[config.mk]
export PLATFORM = sky130hd
export DESIGN_NAME = pipe_scheduler
export DESIGN_NICKNAME = d
export VERILOG_FILES = /design/src/rtl/pipe_scheduler.sv
export SDC_FILE = /design/constraint.sdc
export NUM_CORES = 1
export LEC_CHECK = 0
export BUFFER_PORTS_ARGS = -buffer_cell sky130_fd_sc_hd__buf_2
export CAP_MARGIN = 20
export CORE_ASPECT_RATIO = 0.8
export CORE_MARGIN = 2
export CORE_UTILIZATION = 52
export CTS_BUF_LIST = sky130_fd_sc_hd__clkbuf_4 sky130_fd_sc_hd__clkbuf_8 sky130_fd_sc_hd__clkbuf_16
export CTS_CLUSTER_SIZE = 14
export DETAILED_ROUTE_END_ITERATION = 10
export MAX_ROUTING_LAYER = met4
export PLACE_DENSITY = 0.75
export REMOVE_ABC_BUFFERS = 1
export SYNTH_ARGS = -nofsm -noshare
export SYNTH_HDL_FRONTEND = slang
export SYNTH_SLANG_ARGS = --single-unit
export TNS_END_PERCENT = 30
[constraint.sdc]
create_clock -name CLOCK_50 -period 2.4 [get_ports CLOCK_50]
set_input_delay 0.48 -clock CLOCK_50 [delete_from_list [all_inputs] [get_ports CLOCK_50]]
set_output_delay 0.48 -clock CLOCK_50 [all_outputs]
set_load 0.03 [all_outputs]
[src/rtl/pipe_scheduler.sv]
// rtl/pipe_scheduler.sv - game tick divider plus sequenced spawn/scroll/wrap/score owner for pipe obstacles
// Optional PIPE_SCHED_STEP_EN: adds a step input that replaces the TICK_DIV divider as tick source.
module pipe_scheduler #(
  parameter int NUM_PIPES    = 4,
  parameter int SCREEN_W     = 160,
  parameter int PIPE_SPACING = 40,
  parameter int TICK_DIV     = 833333,
  parameter int GAP_MIN      = 10,
  parameter int GAP_MAX      = 70
) (
  input  logic                   CLOCK_50,
  input  logic                   resetn,
  input  logic                   start,
  input  logic                   collided,
`ifdef PIPE_SCHED_STEP_EN
  input  logic                   step,
`endif
  input  logic [8:0]             bird_x,
  output logic                   game_tick,
  output logic [9*NUM_PIPES-1:0] pipe_x,
  output logic [7*NUM_PIPES-1:0] pipe_y,
  output logic [NUM_PIPES-1:0]   pipe_active,
  output logic [9:0]             score,
  output logic                   running,
  output logic                   frozen
);

  localparam int         TW       = (TICK_DIV > 2) ? $clog2(TICK_DIV) : 1;
  localparam int         SW       = (PIPE_SPACING > 1) ? $clog2(PIPE_SPACING + 1) : 1;
  localparam int         SPAN     = GAP_MAX - GAP_MIN;
  localparam logic [8:0] X_RELOAD = 9'(SCREEN_W);
  localparam logic [6:0] Y_RESET  = 7'(GAP_MIN);

  typedef enum logic [1:0] {S_IDLE, S_RUN, S_FROZEN} state_t;

  state_t               state_q, state_d;
  logic [8:0]           x_q [NUM_PIPES];
  logic [8:0]           x_d [NUM_PIPES];
  logic [6:0]           y_q [NUM_PIPES];
  logic [6:0]           y_d [NUM_PIPES];
  logic [NUM_PIPES-1:0] act_q, act_d;
  logic [9:0]           score_q, score_d;
  logic [SW-1:0]        spawn_q, spawn_d;
  logic [7:0]           lfsr_q, lfsr_d;
  logic                 game_tick_q, game_tick_d;

  logic                 start_game;
  logic                 tick_fire;
  logic                 run_step;
  logic                 hit;
  logic                 placed;
  logic [5:0]           gap_r;
  logic [6:0]           gap;

  assign start_game = start && (state_q != S_RUN);
  assign run_step   = (state_q == S_RUN) && !collided && tick_fire;

`ifdef PIPE_SCHED_STEP_EN
  assign tick_fire = step;
`else
  logic [TW-1:0] tick_cnt_q, tick_cnt_d;

  assign tick_fire = (tick_cnt_q == TW'(TICK_DIV - 1));

  // Divider only advances while running un-collided; a collision freezes it in place.
  always_comb begin
    tick_cnt_d = tick_cnt_q;
    if (start_game) begin
      tick_cnt_d = '0;
    end else if (state_q == S_RUN && !collided) begin
      tick_cnt_d = tick_fire ? '0 : tick_cnt_q + TW'(1);
    end
  end

  always_ff @(posedge CLOCK_50 or negedge resetn) begin
    if (!resetn) begin
      tick_cnt_q <= '0;
    end else begin
      tick_cnt_q <= tick_cnt_d;
    end
  end
`endif

  // Fold the 6-bit random value into the gap span so every value is usable.
  always_comb begin
    gap_r = lfsr_q[5:0];
    if (gap_r > 6'(SPAN)) begin
      gap = Y_RESET + {1'b0, gap_r - 6'(SPAN) - 6'd1};
    end else begin
      gap = Y_RESET + {1'b0, gap_r};
    end
  end

  always_comb begin
    state_d = state_q;
    case (state_q)
      S_IDLE:   if (start) state_d = S_RUN;
      S_RUN:    if (collided) state_d = S_FROZEN;
      S_FROZEN: if (start) state_d = S_RUN;
      default:  state_d = S_IDLE;
    endcase
  end

  always_comb begin
    running = (state_q == S_RUN);
    frozen  = (state_q == S_FROZEN);
  end

  always_comb begin
    x_d         = x_q;
    y_d         = y_q;
    act_d       = act_q;
    score_d     = score_q;
    spawn_d     = spawn_q;
    game_tick_d = 1'b0;
    hit         = 1'b0;
    placed      = 1'b0;
    lfsr_d      = {lfsr_q[6:0], lfsr_q[7] ^ lfsr_q[5] ^ lfsr_q[4] ^ lfsr_q[3]};
    if (start_game) begin
      score_d  = '0;
      act_d    = '0;
      act_d[0] = 1'b1;
      spawn_d  = '0;
      for (int i = 0; i < NUM_PIPES; i++) begin
        x_d[i] = X_RELOAD;
      end
      y_d[0] = gap;
    end else if (run_step) begin
      game_tick_d = 1'b1;
      for (int i = 0; i < NUM_PIPES; i++) begin
        if (act_q[i]) begin
          if (x_q[i] == bird_x) hit = 1'b1;
          if (x_q[i] == 9'd0) begin
            x_d[i] = X_RELOAD;
            y_d[i] = gap;
          end else begin
            x_d[i] = x_q[i] - 9'd1;
          end
        end
      end
      if (hit && score_q != 10'h3FF) score_d = score_q + 10'd1;
      // Spawn timer parks once every slot is occupied.
      if (!(&act_q)) begin
        if (spawn_q == SW'(PIPE_SPACING - 1)) begin
          spawn_d = '0;
          for (int i = 0; i < NUM_PIPES; i++) begin
            if (!act_q[i] && !placed) begin
              placed   = 1'b1;
              act_d[i] = 1'b1;
              x_d[i]   = X_RELOAD;
              y_d[i]   = gap;
            end
          end
        end else begin
          spawn_d = spawn_q + SW'(1);
        end
      end
    end
  end

  always_ff @(posedge CLOCK_50 or negedge resetn) begin
    if (!resetn) begin
      state_q <= S_IDLE;
    end else begin
      state_q <= state_d;
    end
  end

  always_ff @(posedge CLOCK_50 or negedge resetn) begin
    if (!resetn) begin
      for (int i = 0; i < NUM_PIPES; i++) begin
        x_q[i] <= X_RELOAD;
        y_q[i] <= Y_RESET;
      end
      act_q       <= '0;
      score_q     <= '0;
      spawn_q     <= '0;
      lfsr_q      <= 8'hA5;
      game_tick_q <= 1'b0;
    end else begin
      x_q         <= x_d;
      y_q         <= y_d;
      act_q       <= act_d;
      score_q     <= score_d;
      spawn_q     <= spawn_d;
      lfsr_q      <= lfsr_d;
      game_tick_q <= game_tick_d;
    end
  end

  for (genvar i = 0; i < NUM_PIPES; i++) begin : g_pack
    assign pipe_x[9*i +: 9] = x_q[i];
    assign pipe_y[7*i +: 7] = y_q[i];
  end

  assign pipe_active = act_q;
  assign score       = score_q;
  assign game_tick   = game_tick_q;

endmodule

-- After elaboration in Yosys (flattened, before gate mapping)
Index checks and enable logic that the tools add are counted.
W data, S select, Z words.
- register bits: 115
- input bits: 13
- output and inout port bits: 81
- word-level logic and storage cells: 163
- add/sub/neg operators: 11
- order comparisons: 1
- equal/unequal tests: 13
- muxes and demuxes: 80
- bitwise operators: 4
- reduce and logical (&&, ||, !) cells: 36
- operator list (operator ; count):
    $mux W36 ; 4
    $mux W9 ; 12
    $mux W7 ; 14
    $mux W28 ; 3
    $mux W20 ; 3
    $eq A9 B9 Y1 ; 4
    $logic_not A9 Y1 ; 4
    $sub A9 B1 Y9 const B ; 4
    $mux W1 ; 30
    $mux W10 ; 3
    $mux W6 ; 4
    $add A20 B1 Y20 const B ; 1
    $eq A20 B20 Y1 const B ; 1
    $mux W4 ; 4
    $reduce_and A4 Y1 ; 4
    $add A4 B6 Y7 const A ; 2
    $reduce_bool A2 Y1 ; 7
    $add A10 B1 Y10 const B ; 1
    $ne A10 B10 Y1 const B ; 1
    $reduce_and A2 Y1 ; 4
    $logic_and A1 B1 Y1 ; 7
    $logic_not A1 Y1 ; 7
    $add A6 B1 Y6 const B ; 1
    $eq A6 B6 Y1 const B ; 1
    other kinds (14) ; 19

-- Depth between registers and ports, before layout
Gate-level depths: netlist (run 1).
- depth after elaboration: 26
- depth in mapped cells: 11
- gate-level depth less buffers: 11

-- Worst setup path after synthesis (run 1)
No wires, ideal clock.
- path type: register to register
- from: register x_q (netlist bit pipe_x[0])
- to: register y_q (netlist bit pipe_y[4])
- arrival: 2.146 ns
- data required time: 2.266 ns
- path slack: 0.120 ns
- cell stages (with the launch flop): 11
- period minus slack after synthesis: 2.280 ns
- cell sequence: dfrtp_1 -> inv_1 -> ha_1 -> nand4bb_1 -> or3_4 -> nor4_4 -> nor3_1 -> buf_2 -> buf_6 -> o21ai_1 -> o31ai_2
- word-level cells in the longest chain between the ends: 8
- ends and longest elaborated chain (item ; line ; RTL):
    from (decl) ; 37 ; logic [8:0] x_q [NUM_PIPES];
    from (signal, indexed assignment) ; 172 ; x_q[i] <= X_RELOAD;
    from (signal assigned) ; 181 ; x_q <= x_d;
    $logic_not A9 Y1 (*) ; 133 ; if (x_q[i] == 9'd0) begin
    $mux W7 (*) ; 133 ;
    $mux W7 (*) ; 131 ; if (act_q[i]) begin
    $mux W7 ; 147 ; if (!act_q[i] && !placed) begin
    $mux W28 ; 144 ; if (spawn_q == SW'(PIPE_SPACING - 1)) begin
    $mux W28 (*) ; 143 ; if (!(&act_q)) begin
    $mux W28 (*) ; 128 ; end else if (run_step) begin
    $mux W7 (*) ; 119 ; if (start_game) begin
    to (signal assigned) ; 182 ; y_q <= y_d;
    to (decl) ; 39 ; logic [6:0] y_q [NUM_PIPES];
Mark *: on every way between the ends. The rest lies on a longest branch, timed or not. The select of a mux whose other input is x is not followed.
A chain may end at the register's enable or synchronous reset.

-- Worst setup path in the final report (run 1)
- from: register x_q (netlist bit pipe_x[27])
- to: register x_q (netlist bit pipe_x[31])
- word-level cells in the longest chain between the ends: 8
- ends and longest elaborated chain (item ; line):
    $sub A9 B1 Y9 / $logic_not A9 Y1 (equally long branches) ; 137, 133
    $mux W9 (*) ; 133
    $mux W9 (*) ; 131
    $mux W9 ; 147
    $mux W36 ; 144
    $mux W36 (*) ; 143
    $mux W36 (*) ; 128
    $mux W36 (*) ; 119
Marked as above.

==> run summary, run 1 <==
outcome: finished, final reports clean
clock skew: 0.00727 ns
Total Neg Setup Slack: 0 ns
most common flop cell mapped by yosys: dfrtp_1
initial antenna violation count: 0
overall routed net length: 17.1 mm
Synth Cell Area: 6280 um^2
Total GRT Usage: 28.5%
area delta synth->final: 23.9%
Worst-Margin Slew: 0.801 ns
CTS tree: done
Worst setup EP type: flop
Power Internal: 3.72 mW
peak supply drop: 0.575 mV
Fin. Hold Viols: 0
Area contributors post-synth: dfrtp_1 38%, dfstp_2 8.4%, xnor2_1 6.6%
Initial Utilization: 53.9%
top-area cell type share of the netlist area: 37.8%
Synth Register Bits: 115
number of synthesized flops with an enable pin: 0
Cells on Worst Hold Path: 0
critical path's largest stage delay: 0.49 ns
top post-synthesis cells by count: 95 x dfrtp_1, 69 x nand2_1, 47 x xnor2_1
Post-Syn Area per Cell: 9.39 um^2
crit path buf inv count: 2
DRC viols: 0
Die Width: 127 um
Hold Crit Class: flop to flop
Worst R2R End: pipe_x[31]$_DFFE_PN0P_
Vias: 5,714
Yosys cell types: 74
Inserted Diodes: 0
largest area contributor in the netlist: dfrtp_1
leakage power: 3.48 nW
WP data required: 2.70 ns
Max Freq: 0.433 GHz
clock insertion delay at the later pin of the skew report: 0.41 ns
slowest CP cell: or4_4
hold_sp: lfsr_q[6]$_DFF_PN0_
Worst path top cell family by delay: simple AND/OR/NAND/NOR gates
largest net degree at the start of global routing: 53
Core Region: 11,600 um^2
CP cell instances: inv_1 > ha_1 > nand3b_1 > or4_4 > o32ai_4 > buf_4 > or2_1 > o21ai_1 > a22o_1
first-pass GRT wire length: 28.2 mm
H-tree Lvls: 4
Sw Share: 27.0%
CTS Buffer Depth: 2
synth warn: 0
Clk pwr share: 50.0%
Worst Path Max Fanout: 5
critical path depth: 9
hold endpoint: lfsr_q[7]$_DFF_PN1_
Pre-antenna DRT Iters: 5
Pwr per Cell Area: 654 nW/um^2
RSZ-0062 raised after global routing: yes
startpoint type of the worst setup path: flop
grt total ovfl: 0
Final min period: 2.31 ns
final max-slew violation count: 0
R2R Setup Slk: 0.09 ns
worst reg2reg startpoint: pipe_x[27]$_DFFE_PN0P_
DRT antenna net count: 0
Gate power share: 10.0%
Root Buffer: clkbuf_16
vias in the first global route: 5,467
Max Cap Viol: 0
die height: 102 um
Placed Instances: 921
Post-CTS Setup Bufs: 0
Detailed Place HPWL: 12.2 mm
Nets: 816
arrival time worst endpoint: 2.61 ns
Seq/Total Area, Yosys: 46.2%
Cells after Synth: 669
Layout Cells excl Fill: 954
crit path kind: flop to flop
gp weighted congestion: 0.912
most frequent cell after synthesis: dfrtp_1
Worst slew margin: 46.2%
die footprint: 13,000 um^2
Num CTS Buffers: 17
Tcrit/Tclk final: 96.2%
io pins: 94
Final setup viols: 0
via/cell ratio: 5.99
layout cell share with drive strength beyond 1: 27.5%
DRT iter0 DRCs: 605
Worst-path clk slew: 0.06 ns
TritonCTS Sinks: 115
wire per inst: 17.9 um
Reg2Reg Depth: 9
sequential share of power: 40.0%
Psw: 1.37 mW
Cell Rows: 35
asr flop ratio synth: 100%
number of I/O port buffers: 93
cells by family (layout without fill, tap and decap cells):
family | Yosys count | in the layout | share of synthesized area (%)
adder cells (fa/ha/maj) | 10 | 10 | 1.99
flip-flops | 115 | 115 | 46.2
buffers and inverters | 58 | 195 | 3.94
AND/OR/NAND/NOR | 266 | 266 | 23.8
AO/OA/AOI/OAI | 154 | 154 | 14.6
XOR/XNOR | 58 | 58 | 8.08
multiplexers | 8 | 8 | 1.37
flip-flops by register name, summed over array words and instances, names as in the netlist:
register     flops
pipe_x          36
lfsr_q           8
game_tick        1
score           10
spawn_q          6
state_q          2
pipe_active      4
tick_cnt_q      20
pipe_y          28
worst max-delay path by stage:
| stage | start | to | slack (ns) |
|---|---|---|---|
| after global placement | lfsr_q[0]$_DFF_PN1_ | pipe_y[19]$_DFFE_PN0P_ | 0.12 |
| after global routing | pipe_x[27]$_DFFE_PN0P_ | pipe_x[31]$_DFFE_PN0P_ | -0.03 |
| after CTS | lfsr_q[0]$_DFF_PN1_ | pipe_y[19]$_DFFE_PN0P_ | 0.09 |
| final | pipe_x[27]$_DFFE_PN0P_ | pipe_x[31]$_DFFE_PN0P_ | 0.09 |
| after floorplan | tick_cnt_q[0]$_DFFE_PN0P_ | pipe_y[2]$_DFFE_PN0P_ | -0.49 |
| after detailed placement | lfsr_q[0]$_DFF_PN1_ | pipe_y[19]$_DFFE_PN0P_ | -0.03 |
cells in the final DEF (no fill, tap or decap), types with 4 or more instances in the layout:
cell,n
a21oi_1,33
a31oi_1,4
and3_1,8
buf_2,92
buf_4,40
clkbuf_16,17
clkinv_4,5
dfrtp_1,95
dfstp_2,20
ha_1,9
inv_1,26
nand2_1,69
nand2b_1,6
nand3_1,25
nand3b_1,5
nand4_1,14
nor2_1,39
nor2_2,4
nor3_1,26
nor4_1,8
o21a_1,10
o21ai_0,32
o21ai_1,40
o22ai_1,4
o31ai_1,9
or3_1,18
or4_1,4
xnor2_1,47
xor2_1,11
metrics by stage:
stage | setup WS, ns | power, mW | instance area, um^2 | hold slack [ns] | utilization (%)
floorplan | -0.490 | 2.34 | 6140 | 0.184 | -
global placement | 0.122 | 2.55 | 7150 | 0.336 | 61.4
detailed placement | -0.0333 | 2.57 | 7150 | 0.337 | 61.4
CTS | 0.0889 | 5.12 | 7760 | 0.350 | 66.6
global route | -0.0338 | 5.29 | 7780 | 0.370 | 66.8
finish | 0.0906 | 5.09 | 7780 | 0.358 | 66.8
per-layer routing:
| metal | global-route usage [%] | up-vias | share of wire (%) |
|---|---|---|---|
| li1 | - | 2642 | - |
| met1 | 38.6 | 2804 | 44 |
| met2 | 44.1 | 244 | 47 |
| met3 | 5.81 | 24 | 7.2 |
| met4 | 7.69 | 0 | 1.5 |
| met5 | - | - | 0 |
power groups by stage:
stage                     logic [mW]  clock network (mW)  registers [mW]
after global routing           0.562                2.69            2.04
after CTS                      0.509                2.58            2.03
after global placement         0.491                   0            2.06
final                          0.509                2.55            2.03
after floorplan                0.255                   0            2.09
after detailed placement       0.502                   0            2.07
timing repair:
item                                    in CTS  in global routing
hold buffers                                 1                  0
gates resized for setup                      2                  7
endpoints found under the setup margin       4                 13
pin swaps                                    0                  4
hold endpoints to repair                    10                  0
layout make-up:
type / count / area (um^2)
Inverter: 27 / 101
Sequential cell: 115 / 2900
Timing Repair Buffer: 136 / 831
Clock buffer: 17 / 425
Multi-Input combinational cell: 496 / 3170
Tap cell: 148 / 185
Clock inverter: 15 / 173
Fill cell: 893 / 3860
Power figures use the tool's default switching activity.
==> run 2: changes to the inputs <==
--- a/config.mk
+++ b/config.mk
@@ -13,6 +13,7 @@
 export CTS_BUF_LIST = sky130_fd_sc_hd__clkbuf_4 sky130_fd_sc_hd__clkbuf_8 sky130_fd_sc_hd__clkbuf_16
 export CTS_CLUSTER_SIZE = 14
 export DETAILED_ROUTE_END_ITERATION = 10
+export GPL_TIMING_DRIVEN = 0
 export MAX_ROUTING_LAYER = met4
 export PLACE_DENSITY = 0.75
 export REMOVE_ABC_BUFFERS = 1
==> run 2 against run 1 <==
Against the previous run: core utilization is 0.55 points lower; sequential share of layout area is 0.39 points higher; combinational power is 2% higher; via count is 1.1% lower; routed wire length is 1.3% lower; non-clock buffer count is 26 lower; first-iteration DRC count is 2.6% higher; clock-buffer cell count is 1 higher; clock power is 2% higher; fmax is 2.9% lower; global-route usage is 2.0 points lower; critical path type unchanged.
==> run summary, run 2 (synthesis gave the netlist of run 1 again) <==
max reg flops: 36 (unchanged)
CTS Buffer Depth: 2 (unchanged)
crit path kind: flop to flop
Layout Utilization: 66.3% (-0.55 points)
crit path setup slack, layout: 0.0220 ns (-0.0686 ns)
Detailed Place HPWL: 11.1 mm (-9.4%)
most common cell after layout, fill and taps aside: buf_2
commonest cells after routing, fill and taps aside: 92 x buf_2, 90 x dfrtp_1, 66 x nand2_1
vias in the first global route: 5,267 (-3.7%)
Layout Cells excl Fill: 929 (-2.6%)
first-pass GRT wire length: 26.4 mm (-6.2%)
DRT antenna net count: 0 (unchanged)
Placed Instances: 882 (-4.2%)
total power draw: 5.14 mW (+1.1%)
DRC viols: 0 (unchanged)
Root Buffer: clkbuf_16
Pwr per Cell Area: 666 nW/um^2 (+1.9%)
RSZ-0062 raised after global routing: yes
Num CTS Buffers: 17 (unchanged)
largest net degree at the start of global routing: 62 (+17%)
Total GRT Usage: 26.5% (-2.0 points)
io pins: 94 (unchanged)
area delta synth->final: 22.9%
Cell Rows: 35 (unchanged)
grt total ovfl: 0 (unchanged)
Total Neg Setup Slack: 0 ns (unchanged)
TritonCTS Sinks: 115 (unchanged)
Worst-path clk slew: 0.06 ns (about the same)
Max Freq: 0.421 GHz (-2.9%)
H-tree Lvls: 4 (unchanged)
DRT iter0 DRCs: 621 (+2.6%)
Hold Crit Class: input port to async pin
Max Cap Viol: 0 (unchanged)
Fin. Hold Viols: 0 (unchanged)
Vias: 5,649 (-1.1%)
die height: 102 um (unchanged)
Worst path top cell family by delay: simple AND/OR/NAND/NOR gates
clock skew: 0.00673 ns (-0.000534 ns)
final max-slew violation count: 0 (unchanged)
Worst slew margin: 28.6% (-18 points)
crit path buf inv count: 1 (-1)
layout cell share with drive strength beyond 1: 28.2% (+0.63 points)
Worst setup EP type: flop
slowest CP cell: dfstp_2
peak supply drop: 0.513 mV (-11%)
Die Width: 127 um (unchanged)
critical path's largest stage delay: 0.54 ns (+0.05 ns)
Worst-Margin Slew: 1.07 ns (+0.269 ns)
initial antenna violation count: 0 (unchanged)
leakage power: 3.42 nW (-1.6%)
CP cell instances: inv_1 > ha_1 > nor2b_2 > nand4_1 > nand2_1 > o21ai_2 > ha_2 > o21a_4 > nand3_2 > o21ai_4 > o31ai_1
Nets: 791 (-3.1%)
die footprint: 13,000 um^2 (unchanged)
Pre-antenna DRT Iters: 5 (unchanged)
via/cell ratio: 6.08 (+1.5%)
Inserted Diodes: 0 (unchanged)
Tcrit/Tclk final: 99.1% (+2.9 points)
Final min period: 2.38 ns (+0.0686 ns)
Post-CTS Hold Buffers: 0 (-1)
wire per inst: 18.2 um (+1.3%)
Core Region: 11,600 um^2 (unchanged)
CTS tree: done
DP Worst Slack: -0.579 ns (-0.546 ns)
Final setup viols: 0 (unchanged)
number of I/O port buffers: 93 (unchanged)
arrival time worst endpoint: 2.70 ns (+0.09 ns)
startpoint type of the worst setup path: flop
Worst Path Max Fanout: 6 (+1)
overall routed net length: 16.9 mm (-1.3%)
clock insertion delay at the later pin of the skew report: 0.42 ns (about the same)
outcome: finished, final reports clean
gp weighted congestion: 0.864 (-5.2%)
Initial Utilization: 53.9% (unchanged)
WP data required: 2.72 ns (+0.02 ns)
## run 2: cell types whose count changed in the layout (fill, tap and decap cells not counted), sizes merged
cell         before  now
clkbuf           17   18
inv              32   33
buf             135  110
dlygate4sd3       1    0
clkinvlp          2    0
nor2             44   45
## run 2: power by group
group          internal, mW  switching [mW]
clock network          1.59            1.00
registers              1.99          0.0430
logic                 0.167           0.354
total                  3.75            1.40
## run 2: final timing paths
check / startpoint / end / slack [ns] / depth (start not counted)
max: lfsr_q[0]$_DFF_PN1_ / pipe_y[5]$_DFFE_PN0P_ / 0.02 / 11
min: resetn / score[5]$_DFFE_PN0P_ / 0.01 / 1
max in group asynchronous: resetn / pipe_y[3]$_DFFE_PN1P_ / 1.67 / 2
max reg2reg: lfsr_q[0]$_DFF_PN1_ / pipe_y[5]$_DFFE_PN0P_ / 0.02 / 11
min in group CLOCK_50: collided / state_q[1]$_DFFE_PN0P_ / 0.34 / 2
min reg2reg: lfsr_q[6]$_DFF_PN0_ / lfsr_q[7]$_DFF_PN1_ / 0.36 / 0
## run 2: final cells by class
type	instances	area, um^2
sequential	115	2910
multi-input combinational	497	3290
inverter	27	101
fill	920	3930
clock inverter	14	168
clock buffer	18	439
timing repair buffer	110	631
tap	148	185
## run 2: worst register-to-register path: stages, from the launching register on
cell and delay (ns):
dfstp_2 0.54, inv_1 0.07, ha_1 0.22, nor2b_2 0.15, nand4_1 0.25, nand2_1 0.17
o21ai_2 0.08, ha_2 0.22, o21a_4 0.22, nand3_2 0.10, o21ai_4 0.08, o31ai_1 0.21
## run 2: timing repair
item / in CTS / in global routing
endpoints found under the setup margin: 54 / 31
endpoints found under the hold margin: 0 / 0
pin swaps: 4 / 12
setup buffers: 2 / 13
resized for setup: 16 / 28
cloned: 0 / 1
## run 2: metrics by stage
| stage | cell area [um^2] | hold WS, ns |
|---|---|---|
| 2_1_floorplan | 6140 | 0.184 |
| 3_3_place_gp | 6790 | 0.336 |
| 3_5_place_dp | 6860 | 0.345 |
| 4_1_cts | 7540 | 0.0297 |
| 5_1_grt | 7720 | 0.0439 |
| 6_report | 7720 | 0.0114 |
## run 2: layer usage
metal / vias to the layer above / share of wire (%) / GRT usage [%]
met1: 2805 / 45 / 35.9
met2: 216 / 48 / 41.3
met3: 31 / 5.9 / 5.29
met4: 0 / 1.7 / 6.68
li1: 2597 / - / -
met5: - / 0 / -
==> run 3: changes to the inputs <==
==> constraint.sdc (replaced) <==
create_clock -name CLOCK_50 -period 2.02 [get_ports CLOCK_50]
set_input_delay 0.404 -clock CLOCK_50 [delete_from_list [all_inputs] [get_ports CLOCK_50]]
set_output_delay 0.404 -clock CLOCK_50 [all_outputs]
set_load 0.03 [all_outputs]
==> run 3 against run 2 <==
Against the previous run: the run now ends with setup timing left; power increased by 26%; register-to-register slack got worse by 0.26 ns; critical endpoint is now pipe_x[11]$_DFFE_PN0P_; highest routed layer unchanged; largest cell class unchanged; core utilization is 11 points higher.
==> run summary, run 3 (synthesis gave the netlist of run 1 again) <==
outcome: finished with violations
failing checks: setup timing
via/cell ratio: 6.55 (+7.7%)
clock skew: 0.0115 ns (+0.00477 ns)
DRT iter0 DRCs: 857 (+38%)
most common cell after layout, fill and taps aside: buf_2
first-pass GRT wire length: 29.1 mm (+10%)
commonest cells after routing, fill and taps aside: 92 x buf_2, 89 x dfrtp_1, 59 x nand2_1
Pwr per Cell Area: 726 nW/um^2 (+8.9%)
worst reg2reg startpoint: pipe_x[10]$_DFFE_PN0P_
Pre-antenna DRT Iters: 6 (+1)
crit path kind: flop to flop
number of I/O port buffers: 93 (unchanged)
Worst-path clk slew: 0.07 ns (about the same)
CTS tree: done
WP data required: 2.31 ns (-0.41 ns)
Layout Cells excl Fill: 997 (+7.3%)
Reg2Reg Depth: 8 (-3)
Fin. Hold Viols: 0 (unchanged)
Worst setup EP type: flop
Nets: 859 (+8.6%)
final instance area: 8950 um^2 (+16%)
grt total ovfl: 0 (unchanged)
layout cell share with drive strength beyond 1: 43.6% (+15 points)
Detailed Place HPWL: 11.1 mm (unchanged)
Initial Utilization: 53.9% (unchanged)
die footprint: 13,000 um^2 (unchanged)
Cells on Worst Hold Path: 2
Core Region: 11,600 um^2 (unchanged)
RSZ-0062 raised after global routing: yes
Worst R2R End: pipe_x[11]$_DFFE_PN0P_
max reg flops: 36 (unchanged)
wire per inst: 23.2 um (+28%)
H-tree Lvls: 4 (unchanged)
Num CTS Buffers: 17 (unchanged)
TritonCTS Sinks: 115 (unchanged)
Tcrit/Tclk final: 112% (+12 points)
hold_sp: collided
io pins: 94 (unchanged)
largest net degree at the start of global routing: 62 (unchanged)
startpoint type of the worst setup path: flop
Total GRT Usage: 29.7% (+3.3 points)
Max Freq: 0.444 GHz (+5.5%)
hold endpoint: state_q[1]$_DFFE_PN0P_
gp weighted congestion: 0.864 (unchanged)
Final min period: 2.25 ns (-0.124 ns)
final max-slew violation count: 0 (unchanged)
DRC viols: 0 (unchanged)
die height: 102 um (unchanged)
Placed Area: 6860 um^2 (unchanged)
Max Cap Viol: 0 (unchanged)
leakage power: 3.89 nW (+13%)
area delta synth->final: 42.4%
DRT antenna net count: 0 (unchanged)
Worst-Margin Slew: 0.789 ns (-0.280 ns)
Worst slew margin: 46.9% (+18 points)
Final setup viols: 83 (+83)
CTS Buffer Depth: 2 (unchanged)
R2R Setup Slk: -0.23 ns (-0.26 ns)
crit path setup slack, layout: -0.234 ns (-0.256 ns)
initial antenna violation count: 0 (unchanged)
peak supply drop: 0.612 mV (+19%)
vias in the first global route: 5,595 (+6.2%)
clock insertion delay at the later pin of the skew report: 0.43 ns (about the same)
Die Width: 127 um (unchanged)
Vias: 6,532 (+16%)
Placed Instances: 882 (unchanged)
Inserted Diodes: 0 (unchanged)
arrival time worst endpoint: 2.54 ns (-0.16 ns)
Cell Rows: 35 (unchanged)
Root Buffer: clkbuf_16
overall routed net length: 23.1 mm (+37%)
DP Worst Slack: -0.959 ns (-0.380 ns)
Worst Path Max Fanout: 10 (+4)
Hold Crit Class: input port to flop
==> run 3: metal layers <==
| layer | vias up | GRT usage (%) | wire length (um) |
|---|---|---|---|
| met5 | - | - | 0 |
| met4 | 0 | 10.4 | 1280 |
| met3 | 131 | 6.96 | 2210 |
| met2 | 490 | 46.3 | 10800 |
| met1 | 3158 | 38.6 | 8770 |
| li1 | 2753 | - | - |
==> run 3: timing repair <==
action | 4_1_cts | 5_1_grt
hold buffers | 1 | 0
cloned | 4 | 3
endpoints found under the setup margin | 98 | 98
pin swaps | 37 | 48
buffers inserted | 33 | 43
hold endpoints to repair | 45 | 0
gates resized for setup | 86 | 112
==> run 3: power by group <==
part	total (mW)	internal (mW)	switching (mW)
logic	0.902	0.330	0.572
registers	2.42	2.37	0.0574
clock network	3.17	1.89	1.28
total	6.50	4.58	1.91
==> run 3: per-stage QoR <==
step / util [%] / hold slack (ns) / total power, mW / TNS, ns
floorplan: - / 0.108 / 2.79 / -27.63
global placement: 58.3 / 0.336 / 2.98 / -152.55
detailed placement: 58.9 / 0.345 / 3.01 / -41.58
CTS: 69.4 / 0.259 / 6.18 / -4.68
global route: 76.8 / 0.275 / 6.65 / -14.96
finish: 76.8 / 0.266 / 6.50 / -9.75
==> run 3: cell type report <==
type                    count  area, um^2
repair buffers            172        1210
clock buffers              18         439
clock inverters            14         168
multi-input cells         503        3940
flip-flops and latches    115        2910
inverters                  27         104
well taps                 148         185
fillers                   684        2700
==> run 3: worst max-delay path by stage <==
stage                               from  depth (start not counted)  slack (ns)                endpoint
3_3_place_gp      state_q[1]$_DFFE_PN0P_                          6       -1.55   pipe_y[2]$_DFFE_PN0P_
4_1_cts           pipe_x[28]$_DFFE_PN0P_                          7       -0.17  pipe_y[23]$_DFFE_PN0P_
5_1_grt           pipe_x[28]$_DFFE_PN0P_                          8       -0.31    score[9]$_DFFE_PN0P_
3_5_place_dp   tick_cnt_q[6]$_DFFE_PN0P_                          6       -0.96  pipe_x[31]$_DFFE_PN0P_
6_report          pipe_x[10]$_DFFE_PN0P_                          8       -0.23  pipe_x[11]$_DFFE_PN0P_
2_1_floorplan  tick_cnt_q[0]$_DFFE_PN0P_                          8       -0.87   pipe_y[2]$_DFFE_PN0P_
==> run 3: critical path: stages (launching register included) <==
cell	delay [ns]
dfrtp_1	0.48
inv_1	0.10
ha_1	0.16
and4bb_2	0.32
nand3_1	0.20
o22ai_4	0.36
nor2_4	0.14
a21oi_1	0.23
mux2i_1	0.13
